--- config.mk ---
export PLATFORM = sky130hd
export DESIGN_NAME = vga_source_mux
export DESIGN_NICKNAME = d
export VERILOG_FILES = /design/src/rtl/vga_source_mux.sv
export SDC_FILE = /design/constraint.sdc
export NUM_CORES = 1
export LEC_CHECK = 0
export CAP_MARGIN = 20
export CORE_UTILIZATION = 40
export DETAILED_ROUTE_END_ITERATION = 10
export GPL_TIMING_DRIVEN = 1
export HOLD_SLACK_MARGIN = 0.15
export PLACE_DENSITY = 0.74
export SYNTH_ARGS = -nofsm -noshare
export SYNTH_HDL_FRONTEND = slang
export SYNTH_SLANG_ARGS = --single-unit
--- constraint.sdc ---
create_clock -name pixel_clk -period 2.65 [get_ports pixel_clk]
set_input_delay 0.795 -clock pixel_clk [delete_from_list [all_inputs] [get_ports pixel_clk]]
set_output_delay 0.795 -clock pixel_clk [all_outputs]
set_load 0.02 [all_outputs]
--- src/rtl/vga_source_mux.sv ---
// Frame-aligned VGA pixel source mux (RGB or one of NUM_MONO mono channels), packed to 16 bits; VGA_SOURCE_MUX_RGB565_EN selects 5-6-5 RGB packing.
// One-cycle registered latency; no backpressure, every wr_en cycle is a push to the frame-buffer FIFO.
module vga_source_mux #(
    parameter int NUM_MONO     = 3,
    parameter int COMP_W       = 12,
    parameter int FRAME_PIXELS = 307200
) (
    input  logic                  pixel_clk,
    input  logic                  reset,
    input  logic                  enable,
    input  logic [2:0]            sel,
    input  logic [COMP_W-1:0]     rgb_red,
    input  logic [COMP_W-1:0]     rgb_green,
    input  logic [COMP_W-1:0]     rgb_blue,
    input  logic                  rgb_valid,
    input  logic [8*NUM_MONO-1:0] mono_data,
    input  logic [NUM_MONO-1:0]   mono_valid,
    output logic [15:0]           wr_data,
    output logic                  wr_en,
    output logic                  rgb_mode,
    output logic                  frame_done,
    output logic                  sel_err
);

    localparam int CNT_W = (FRAME_PIXELS > 1) ? $clog2(FRAME_PIXELS) : 1;
    localparam logic [CNT_W-1:0] LAST_PIX = CNT_W'(FRAME_PIXELS - 1);

    typedef enum logic {
        IDLE,
        STREAM
    } state_t;

    state_t           r_state;
    logic [CNT_W-1:0] r_cnt;
    logic [2:0]       r_active_sel;

    logic        w_sel_ok;
    logic        w_act_vld;
    logic [15:0] w_act_pix;
    logic [15:0] w_rgb_pix;
    logic        w_unused_lsbs;

    assign w_sel_ok = (sel <= 3'(NUM_MONO));

`ifdef VGA_SOURCE_MUX_RGB565_EN
    assign w_rgb_pix = {rgb_red[COMP_W-1 -: 5], rgb_green[COMP_W-1 -: 6], rgb_blue[COMP_W-1 -: 5]};
`else
    assign w_rgb_pix = {1'b0, rgb_red[COMP_W-1 -: 5], rgb_green[COMP_W-1 -: 5], rgb_blue[COMP_W-1 -: 5]};
`endif

    // Only the top component bits reach the packed pixel.
    assign w_unused_lsbs = ^{rgb_red, rgb_green, rgb_blue};

    always_comb begin
        w_act_vld = rgb_valid;
        w_act_pix = w_rgb_pix;
        for (int k = 0; k < NUM_MONO; k++) begin
            if (r_active_sel == 3'(k + 1)) begin
                w_act_vld = mono_valid[k];
                w_act_pix = {8'h00, mono_data[8*k +: 8]};
            end
        end
    end

    always_ff @(posedge pixel_clk or posedge reset) begin
        if (reset) begin
            r_state      <= IDLE;
            r_cnt        <= '0;
            r_active_sel <= 3'd0;
            wr_en        <= 1'b0;
            wr_data      <= 16'h0000;
            rgb_mode     <= 1'b1;
            frame_done   <= 1'b0;
            sel_err      <= 1'b0;
        end else begin
            if (!w_sel_ok) begin
                sel_err <= 1'b1;
            end
            wr_en      <= 1'b0;
            frame_done <= 1'b0;
            case (r_state)
                IDLE: begin
                    if (enable && w_sel_ok) begin
                        r_active_sel <= sel;
                        r_cnt        <= '0;
                        r_state      <= STREAM;
                    end
                end
                STREAM: begin
                    if (w_act_vld) begin
                        wr_en    <= 1'b1;
                        wr_data  <= w_act_pix;
                        rgb_mode <= (r_active_sel == 3'd0);
                        // sel is only sampled at the frame boundary.
                        if (r_cnt == LAST_PIX) begin
                            frame_done <= 1'b1;
                            r_cnt      <= '0;
                            if (enable && w_sel_ok) begin
                                r_active_sel <= sel;
                            end else begin
                                r_state <= IDLE;
                            end
                        end else begin
                            r_cnt <= r_cnt + CNT_W'(1);
                        end
                    end
                end
                default: r_state <= IDLE;
            endcase
        end
    end

endmodule
After elaboration in Yosys (flattened, before gate mapping):

Index checks and enable logic that the tools add are counted.

* bits in registers: 43
* word-level logic and storage cells: 46
* output and inout port bits: 20
* input port bits: 70

* equality and inequality tests: 7
* reductions and logical operators: 5
* mux-type cells: 23
* bitwise logic cells: 1
* order comparisons: 1
* $add $sub $neg: 1

Operator list (number)
* $mux 19: 3
* $pmux 19 s2: 1
* $mux 16: 2
* $add 19x1->19 const B: 1
* $eq 19x19->1 const B: 1
* $mux 15: 1
* $mux 1: 11
* $mux 3: 3
* $eq 3x2->1 const B: 2
* $pmux 3 s2: 1
* $reduce_and 2->1: 3
* $ne 2x1->1 const B: 2
* $eq 3x1->1 const B: 1
* $le 3x2->1 const B: 1
* $logic_not 3->1: 1
* $ne 2x2->1 const B: 1
* $pmux 1 s2: 1
* $logic_and 1x1->1: 1
* $not 1->1: 1

Longest topological paths before layout:

Gate-level depths: netlist (run 1).

* word-level depth: 6
* gate-level depth with buffers: 8
* mapped depth without buffers: 6

Worst setup path after synthesis (run 1):

OpenSTA, ideal clock, no wires.

* kind: input -> register
* start: input mono_valid[0]
* end: register r_cnt[13]
* stages on the path: 8
* setup slack: 0.621 ns
* buffers on the path: 2
* required time: 2.546 ns
* arrival time: 1.926 ns
* library setup time: 0.104 ns
* cells stage by stage: nand3b_1 > a21oi_2 > o21ai_1 > buf_2 > inv_2 > o21ai_1 > buf_2 > o41ai_2

* longest elaborated chain between the ends: 5

Ends and longest elaborated chain
* start, declared: line 17 `input logic [NUM_MONO-1:0] mono_valid,`
* $mux 1 (3 in a row): line 58 `if (r_active_sel == 3'(k + 1)) begin`
* $ne 2x1->1 (no source line)
* $reduce_and 2->1 (no source line)
* end signal, assigned: line 104 `r_cnt <= r_cnt + CNT_W'(1);`
* end, declared: line 34 `logic [CNT_W-1:0] r_cnt;`

Every way passes these cells.
A chain may end at the register's enable or synchronous reset.

Worst setup path in the final report (run 1):

* start: input sel[2]
* end: register r_cnt[3]

* longest elaborated chain between the ends: 4

Ends and longest elaborated chain
* start, declared: line 11 `input logic [2:0] sel,`
* $le 3x2->1: line 43 `assign w_sel_ok = (sel <= 3'(NUM_MONO));`
* $logic_and 1x1->1: line 83 `if (enable && w_sel_ok) begin`
* $ne 2x2->1 (no source line)
* $reduce_and 2->1 (no source line)

Every way passes these cells.

==> results of run 1 <==
-- repair_timing --
| item | in CTS | in global routing |
|---|---|---|
| gates resized for setup | 1 | 0 |
| endpoints found under the setup margin | 5 | 0 |
| setup buffers | 0 | 0 |
-- cells by family after synthesis --
group | count (synthesis) | synth area share
AO/OA/AOI/OAI | 86 | 0.260
adder cells (fa/ha/maj) | 1 | 0.00539
buffers and inverters | 20 | 0.0361
flip-flops | 42 | 0.453
multiplexers | 10 | 0.0485
other | 1 | 0.00162
AND/OR/NAND/NOR | 90 | 0.195
-- area by class of cell --
class                   count  area [sq um]
repair buffers             78           753
flip-flops and latches     42          1050
clock buffers               8           110
multi-input cells         188          1200
well taps                  72          90.1
fillers                   497          2310
inverters                   7          26.3
-- sequential cells by signal, summed over array words and instances, names as in the netlist --
signal,count
frame_done,1
r_active_sel,3
wr_en,1
rgb_mode,1
r_cnt,19
r_state,1
sel_err,1
wr_data,15
-- layer usage --
layer / vias to the layer above / part of all wire / track usage
met3: 10 / 0.039 / 0.0314
li1: 1054 / - / -
met4: 0 / 0.017 / 0.0667
met1: 1015 / 0.44 / 0.259
met2: 60 / 0.50 / 0.303
met5: - / 0 / 0
-- stage by stage --
stage	hold slack (ns)	total power, uW	area [sq um]	TNS, ns	utilization
after floorplan	0.456	1400	2320	0	-
after global placement	0.455	1790	3110	-2.43	0.561
after detailed placement	0.465	1820	3110	-3.26	0.561
after CTS	0.487	2300	3230	0	0.583
after global routing	0.503	2420	3230	0	0.583
final	0.480	2280	3230	0	0.583
-- power by group through the flow --
stage | registers, uW | logic, uW | clock network [uW]
after CTS | 905 | 906 | 490
final | 904 | 900 | 480
after global placement | 908 | 880 | 0
after detailed placement | 917 | 899 | 0
after global routing | 929 | 976 | 518
after floorplan | 1040 | 356 | 0
-- Yosys cell counts (2+ instances only) --
| cell type | number |
|---|---|
| or3_1 | 3 |
| nand3b_1 | 2 |
| o211ai_1 | 3 |
| and4_1 | 2 |
| nor2_1 | 18 |
| nor2b_1 | 3 |
| inv_1 | 6 |
| o21ai_1 | 3 |
| or2_2 | 2 |
| a21oi_1 | 10 |
| o41ai_2 | 2 |
| nor3_1 | 2 |
| o2bb2a_1 | 3 |
| nor4_2 | 2 |
| o21ai_0 | 24 |
| o31ai_1 | 4 |
| nand2b_1 | 2 |
| dfrtp_1 | 41 |
| o22ai_1 | 4 |
| nand4_1 | 2 |
| a22oi_1 | 9 |
| a21o_1 | 5 |
| o41ai_1 | 3 |
| nand3_1 | 6 |
| nor4_1 | 2 |
| nand2_1 | 38 |
| clkbuf_1 | 7 |
| mux2_2 | 10 |
| buf_2 | 4 |
| a22o_1 | 5 |
| o21ba_2 | 2 |
| a21oi_2 | 2 |
-- worst max path at each step --
stage,from,end,slack (ns),cells after the start
3_3_place_gp,sel[2],r_cnt[3],-0.33,6
6_report,sel[2],r_cnt[3],0.26,6
2_1_floorplan,mono_valid[0],r_cnt[13],0.62,8
4_1_cts,sel[2],r_cnt[3],0.27,6
3_5_place_dp,sel[2],r_cnt[2],-0.37,6
5_1_grt,sel[2],r_cnt[3],0.10,6
-- worst max-delay path: cells and delay by family --
kind	cells	cell delay, ns
compound gates	2	0.86
simple gates	3	0.45
buf+inv	1	0.46
==> impl_metrics.ini, run 1 <==
[power]
power_density_mw_per_mm2 = 708
p_clk_frac = 0.210
p_int_uw = 1490
swShare = 0.349
seqPwrFrac = 0.396
ir_drop_uv = 349
switchingPower_uw = 797
pwr-share-comb = 0.394
leakage_uw = 0.00128

[worst_setup_path]
cp_data_arrival_time_ns = 2.57
r2r-start = r_state
crit_top_cell = nor2_1
end_kind = flop
slowest_stage = a211oi_4
reg2reg_slack_ns = 0.45
worstPathCellList = clkdlybuf4s50_1 > nand2b_1 > nor2_1 > a211oi_4 > nor2_1 > a22o_1
criticalPathCategory = in2reg
worstPathRequired_ns = 2.84
cp-start-kind = input pin
critical-path-max-stage-delay_ns = 0.61
reg2reg_to = r_cnt[3]
r2r_cells = 5
critPathMaxFanout = 18

[place]
io_buffers = 67
dp.cells = 387
place_hpwl_um = 4150
gp_congestion = 0.836
dp_slack_ns = -0.366

[synth]
synth.avg_cell_area_sq_um = 9.28
yosys_warnings = 0
syn_area_sq_mm = 0.00232
synth_seq_area_share = 0.453
syn_nets = 321
syn_inst = 250
synthTopCellsByArea = dfrtp_1, nand2_1, o21ai_0, mux2_2, a22oi_1
synthDistinctLibCells = 51
synth_ff_type = dfrtp_1
synth_edf_count = 0
netlist.top_cell.by_area = dfrtp_1
synth-seq-cells = 42
async_reset_ff_frac = 1.00
synth_top_area_share = 0.442

[route]
routed_wl_um = 5660
viasPerCell = 5.42
wire_per_inst_um = 14.3
drc = 0
vias = 2139
drt_iter0_drc = 79
firstDrtPassIters = 4
postRouteAntennaNets = 0

[finish]
areaGrowthSynthToFinish_pct = 39.1
stdcell_count = 395
nNetsFinal = 393
mostFrequentLayoutCells = clkdlybuf4s50_1, dfrtp_1, nand2_1, o21ai_0, nor2_1
n_antenna_cell = 0
mostFrequentLayoutCell = clkdlybuf4s50_1
drive_gt1_frac = 0.146

[sta]
finalHoldViolations = 0
final_max_slew_viol_count = 0
fmaxAchievable_mhz = 419
setup_violations = 0
tightest_slew_ns = 0.722
max_slew_margin = 0.517
min_period_ns = 2.39
period_share = 0.901
clock_skew_ns = 0.00606
rsz0062_at_grt = no
fin_ws_ns = 0.264

[clock_tree]
cts_sinks = 42
cts_buffers = 5
clock_latency_ns = 0.29
cts_buffer_depth = 2
holdBufCountCts = 0
htreeDepth = 2
cts_root_buffer = clkbuf_8
clk_pin_slew_ns = 0.08
tritoncts = yes

[floorplanning]
initial_utilization = 0.419
die_h_um = 78.2
dieWidth_um = 78.2
rows = 27
core_area_sq_mm = 0.00554
dieArea_sq_mm = 0.00611
io_pins = 90

[global_routing]
antenna_found_initial = 0
overflow = 0
grt_pass1_wl_um = 9110
grt_max_degree = 43
grt_pass1_vias = 1884
grtUsageTotal = 0.189

[hold_path]
hp-class = reg2reg
holdPathEnd = wr_data[2]
hold_depth = 2
worstHoldStart = wr_data[2]

[run]
cap_viol_max_count = 0

[run_status]
status = finished clean
Power figures use the tool's default switching activity.
==> run 2: changes to the inputs <==
- CORE_MARGIN: default -> 2
==> impl_metrics.ini, run 2 (synthesized netlist as in run 1, its figures left out) <==
[run_status]
status = finished clean

[run]
cap_viol_max_count = 0

[floorplanning]
rows = 27
die_h_um = 80.2
dieArea_sq_mm = 0.00643
io_pins = 90
dieWidth_um = 80.2
core_area_sq_mm = 0.00554
initial_utilization = 0.419

[clock_tree]
clk_pin_slew_ns = 0.08
cts_root_buffer = clkbuf_8
tritoncts = yes
cts_buffers = 5
cts_sinks = 42
clock_latency_ns = 0.29
holdBufCountCts = 0
cts_buffer_depth = 2
htreeDepth = 2

[power]
ir_drop_uv = 367
power_density_mw_per_mm2 = 710
finalPower_uw = 2300
leakage_uw = 0.00128

[finish]
nNetsFinal = 393
reg_top3 = r_cnt: 19 flops, wr_data: 15 flops, r_active_sel: 3 flops
n_antenna_cell = 0
stdcell_area_sq_mm = 0.00324
post-route-util = 0.585
mostFrequentLayoutCells = clkdlybuf4s50_1, dfrtp_1, nand2_1, o21ai_0, nor2_1
areaGrowthSynthToFinish_pct = 39.7
drive_gt1_frac = 0.143
largest_register_ff_count = 19
largest_register = r_cnt
mostFrequentLayoutCell = clkdlybuf4s50_1

[worst_setup_path]
r2r_cells = 5
cp-start-kind = input pin
critPathLaunch = mono_valid[2]
critPathMaxFanout = 18
end_kind = flop
criticalPathCategory = in2reg
worstPathRequired_ns = 2.82
r2r-start = r_state
cp_data_arrival_time_ns = 2.60
endpoint = r_cnt[16]
reg2reg_to = r_cnt[16]
reg2reg_slack_ns = 0.43

[hold_path]
hp-class = reg2reg

[sta]
final_max_slew_viol_count = 0
period_share = 0.917
tns_ns = 0
min_period_ns = 2.43
finalHoldViolations = 0
fmaxAchievable_mhz = 411
tightest_slew_ns = 0.758
max_slew_margin = 0.493
fin_hold_ws_ns = 0.475
rsz0062_at_grt = no
setup_violations = 0
clock_skew_ns = 0.0103

[global_routing]
grt_pass1_wl_um = 9180
grtUsageTotal = 0.181
overflow = 0
antenna_found_initial = 0
grt_pass1_vias = 1967
grt_max_degree = 43

[place]
dpl_cell_area_sq_mm = 0.00312
place_hpwl_um = 4190
gp_congestion = 0.849
io_buffers = 67

[route]
vias = 2140
firstDrtPassIters = 4
wire_per_inst_um = 14.2
drt_iter0_drc = 93
postRouteAntennaNets = 0
viasPerCell = 5.43
drc = 0
routed_wl_um = 5610
==> run 2: worst min path at each step <==
| stage | start | to | slack (ns) | depth (start not counted) |
|---|---|---|---|---|
| after global placement | sel_err | sel_err | 0.45 | 1 |
| after floorplan | r_cnt[11] | r_cnt[11] | 0.46 | 1 |
| after global routing | sel_err | sel_err | 0.50 | 1 |
| after detailed placement | sel_err | sel_err | 0.46 | 1 |
| after CTS | rgb_mode | rgb_mode | 0.48 | 2 |
| final | sel_err | sel_err | 0.48 | 1 |
==> run 2: stage by stage <==
step / cells / setup slack [ns]
floorplan: 250 / 0.621
global placement: 387 / -0.378
detailed placement: 387 / -0.389
CTS: 394 / 0.234
global route: 394 / 0.0823
finish: 394 / 0.220
==> run 2: cell type report <==
class	count	area (sq um)
clock buffers	6	82.6
clock inverters	1	30.0
fillers	498	2300
inverters	7	26.3
multi-input cells	188	1200
flip-flops and latches	42	1050
well taps	72	90.1
repair buffers	78	766
==> run 2: critical path, stage by stage <==
cell,delay (ns)
clkdlybuf4s50_1,0.39
nand4b_1,0.11
o22ai_1,0.12
a211oi_4,0.67
nor2_1,0.25
a22o_1,0.25
==> run 2: timing repair <==
item                       CTS  global route
gates resized for setup      1             0
setup endpoints to repair    5             0
buffers inserted             0             0
==> run 2: power by group <==
group | internal (uW) | total (uW) | switching [uW]
Clock | 301 | 507 | 205
Sequential | 797 | 903 | 106
Combinational | 428 | 894 | 465
Total | 1530 | 2300 | 777
==> run 2: per-layer routing <==
layer	vias up	part of all wire	global-route usage	wire length (um)
li1	1065	-	-	-
met1	1012	0.43	0.237	2440
met2	53	0.51	0.300	2830
met3	10	0.041	0.0337	229
met4	0	0.019	0.0610	106
met5	-	0	0	0
==> run 3: changes to the inputs <==
- CORE_UTILIZATION: 40 -> 44
- PLACE_DENSITY: 0.74 -> 0.8
==> impl_metrics.ini, run 3 (synthesized netlist as in run 1, its figures left out) <==
[run_status]
status = finished clean

[clock_tree]
clock_latency_ns = 0.30
htreeDepth = 2
clk_pin_slew_ns = 0.08
cts_buffer_depth = 2
cts_buffers = 5
cts_root_buffer = clkbuf_8
tritoncts = yes
cts_sinks = 42
cts_setup_buffers = 0

[sta]
min_period_ns = 2.44
rsz0062_at_grt = no
final_max_slew_viol_count = 0
finalHoldViolations = 0
max_slew_margin = 0.518
tns_ns = 0
period_share = 0.922
fmaxAchievable_mhz = 409
fin_ws_ns = 0.207
setup_violations = 0
fin_hold_ws_ns = 0.479
tightest_slew_ns = 0.720
clock_skew_ns = 0.00704

[route]
routed_wl_um = 5690
wire_per_inst_um = 14.4
firstDrtPassIters = 4
drc = 0
drt_iter0_drc = 160
postRouteAntennaNets = 0
vias = 2183
viasPerCell = 5.54

[floorplanning]
die_h_um = 76.6
dieArea_sq_mm = 0.00587
dieWidth_um = 76.6
initial_utilization = 0.454
core_area_sq_mm = 0.00511
io_pins = 90
rows = 26

[worst_setup_path]
criticalPathCategory = in2reg
cp_data_arrival_time_ns = 2.64
end_kind = flop
cp-start-kind = input pin
critPathMaxFanout = 18
worstPathRequired_ns = 2.84

[power]
power_density_mw_per_mm2 = 715
ir_drop_uv = 489
leakage_uw = 0.00129

[finish]
seq_area_sq_mm = 0.00105
stdcell_area_sq_mm = 0.00323
final.fill_count = 442
mostFrequentLayoutCells = clkdlybuf4s50_1, dfrtp_1, nand2_1, o21ai_0, nor2_1
reg_top3 = r_cnt: 19 flops, wr_data: 15 flops, r_active_sel: 3 flops
largest_register_ff_count = 19
n_antenna_cell = 0
drive_gt1_frac = 0.148
nNetsFinal = 394
mostFrequentLayoutCell = clkdlybuf4s50_1
stdcell_count = 394
multi_input_area_sq_mm = 0.00120
areaGrowthSynthToFinish_pct = 39.2
largest_register = r_cnt

[global_routing]
grt_max_degree = 43
grtUsageTotal = 0.197
antenna_found_initial = 0
grt_pass1_vias = 2036
grt_pass1_wl_um = 9370
overflow = 0

[place]
place_hpwl_um = 4210
dp_slack_ns = -0.396
io_buffers = 67
gp_congestion = 0.853
dp.cells = 386
dpl_cell_area_sq_mm = 0.00312

[run]
cap_viol_max_count = 0

[hold_path]
hp-class = reg2reg
## run 3: cell count changes in the layout (fill, tap and decap cells not counted), sizes merged
cell | before | now
buf | 11 | 12
clkbuf | 6 | 5
clkinv | 0 | 2
## run 3: worst paths after layout
check                              start           to  slack [ns]  cells past startpoint
setup / recovery           mono_valid[2]     r_cnt[3]        0.21                      6
min in group asynchronous          reset  wr_data[12]        0.93                      3
max in group asynchronous          reset     rgb_mode        1.34                      3
hold / removal                wr_data[5]   wr_data[5]        0.48                      2
hold reg to reg               wr_data[5]   wr_data[5]        0.48                      2
setup reg to reg                r_cnt[0]     r_cnt[3]        0.44                      6
## run 3: power breakdown
part / leakage [uW] / internal [uW] / switching [uW]
combinational: 0.000707 / 431 / 464
clock: 0.0000579 / 278 / 231
sequential: 0.000521 / 797 / 112
total: 0.00129 / 1510 / 807
## run 3: area by class of cell
| type | instances | share of cell area |
|---|---|---|
| clock buffers | 5 | 0.0213 |
| clock inverters | 3 | 0.0124 |
| inverters | 7 | 0.00813 |
| multi-input cells | 188 | 0.370 |
| flip-flops and latches | 42 | 0.326 |
| well taps | 70 | 0.0271 |
| repair buffers | 79 | 0.235 |
## run 3: per-stage QoR
stage	total power [uW]	util
6_report	2310	0.633
4_1_cts	2320	0.633
5_1_grt	2450	0.633
3_3_place_gp	1790	0.610
2_1_floorplan	1400	-
3_5_place_dp	1810	0.610
## run 3: per-layer routing
layer  routed length, um  track usage  part of all wire  vias to the layer above
met5                   0            0                 0                        -
met4                 116       0.0818             0.020                        0
met3                 234       0.0403             0.041                       13
met2                2880        0.330              0.51                       62
met1                2460        0.248              0.43                     1053
li1                    -            -                 -                     1055
## run 3: critical path, cell delays in order
cell and delay [ns]:
clkdlybuf4s50_1 0.41, nand4b_1 0.13, o22ai_1 0.13, a211oi_4 0.64, nor2_1 0.26, a22o_1 0.26
## run 3: timing repair
item                                    CTS  global route
endpoints found under the setup margin    5             0
resized for setup                         1             0
hold buffers                              0             0
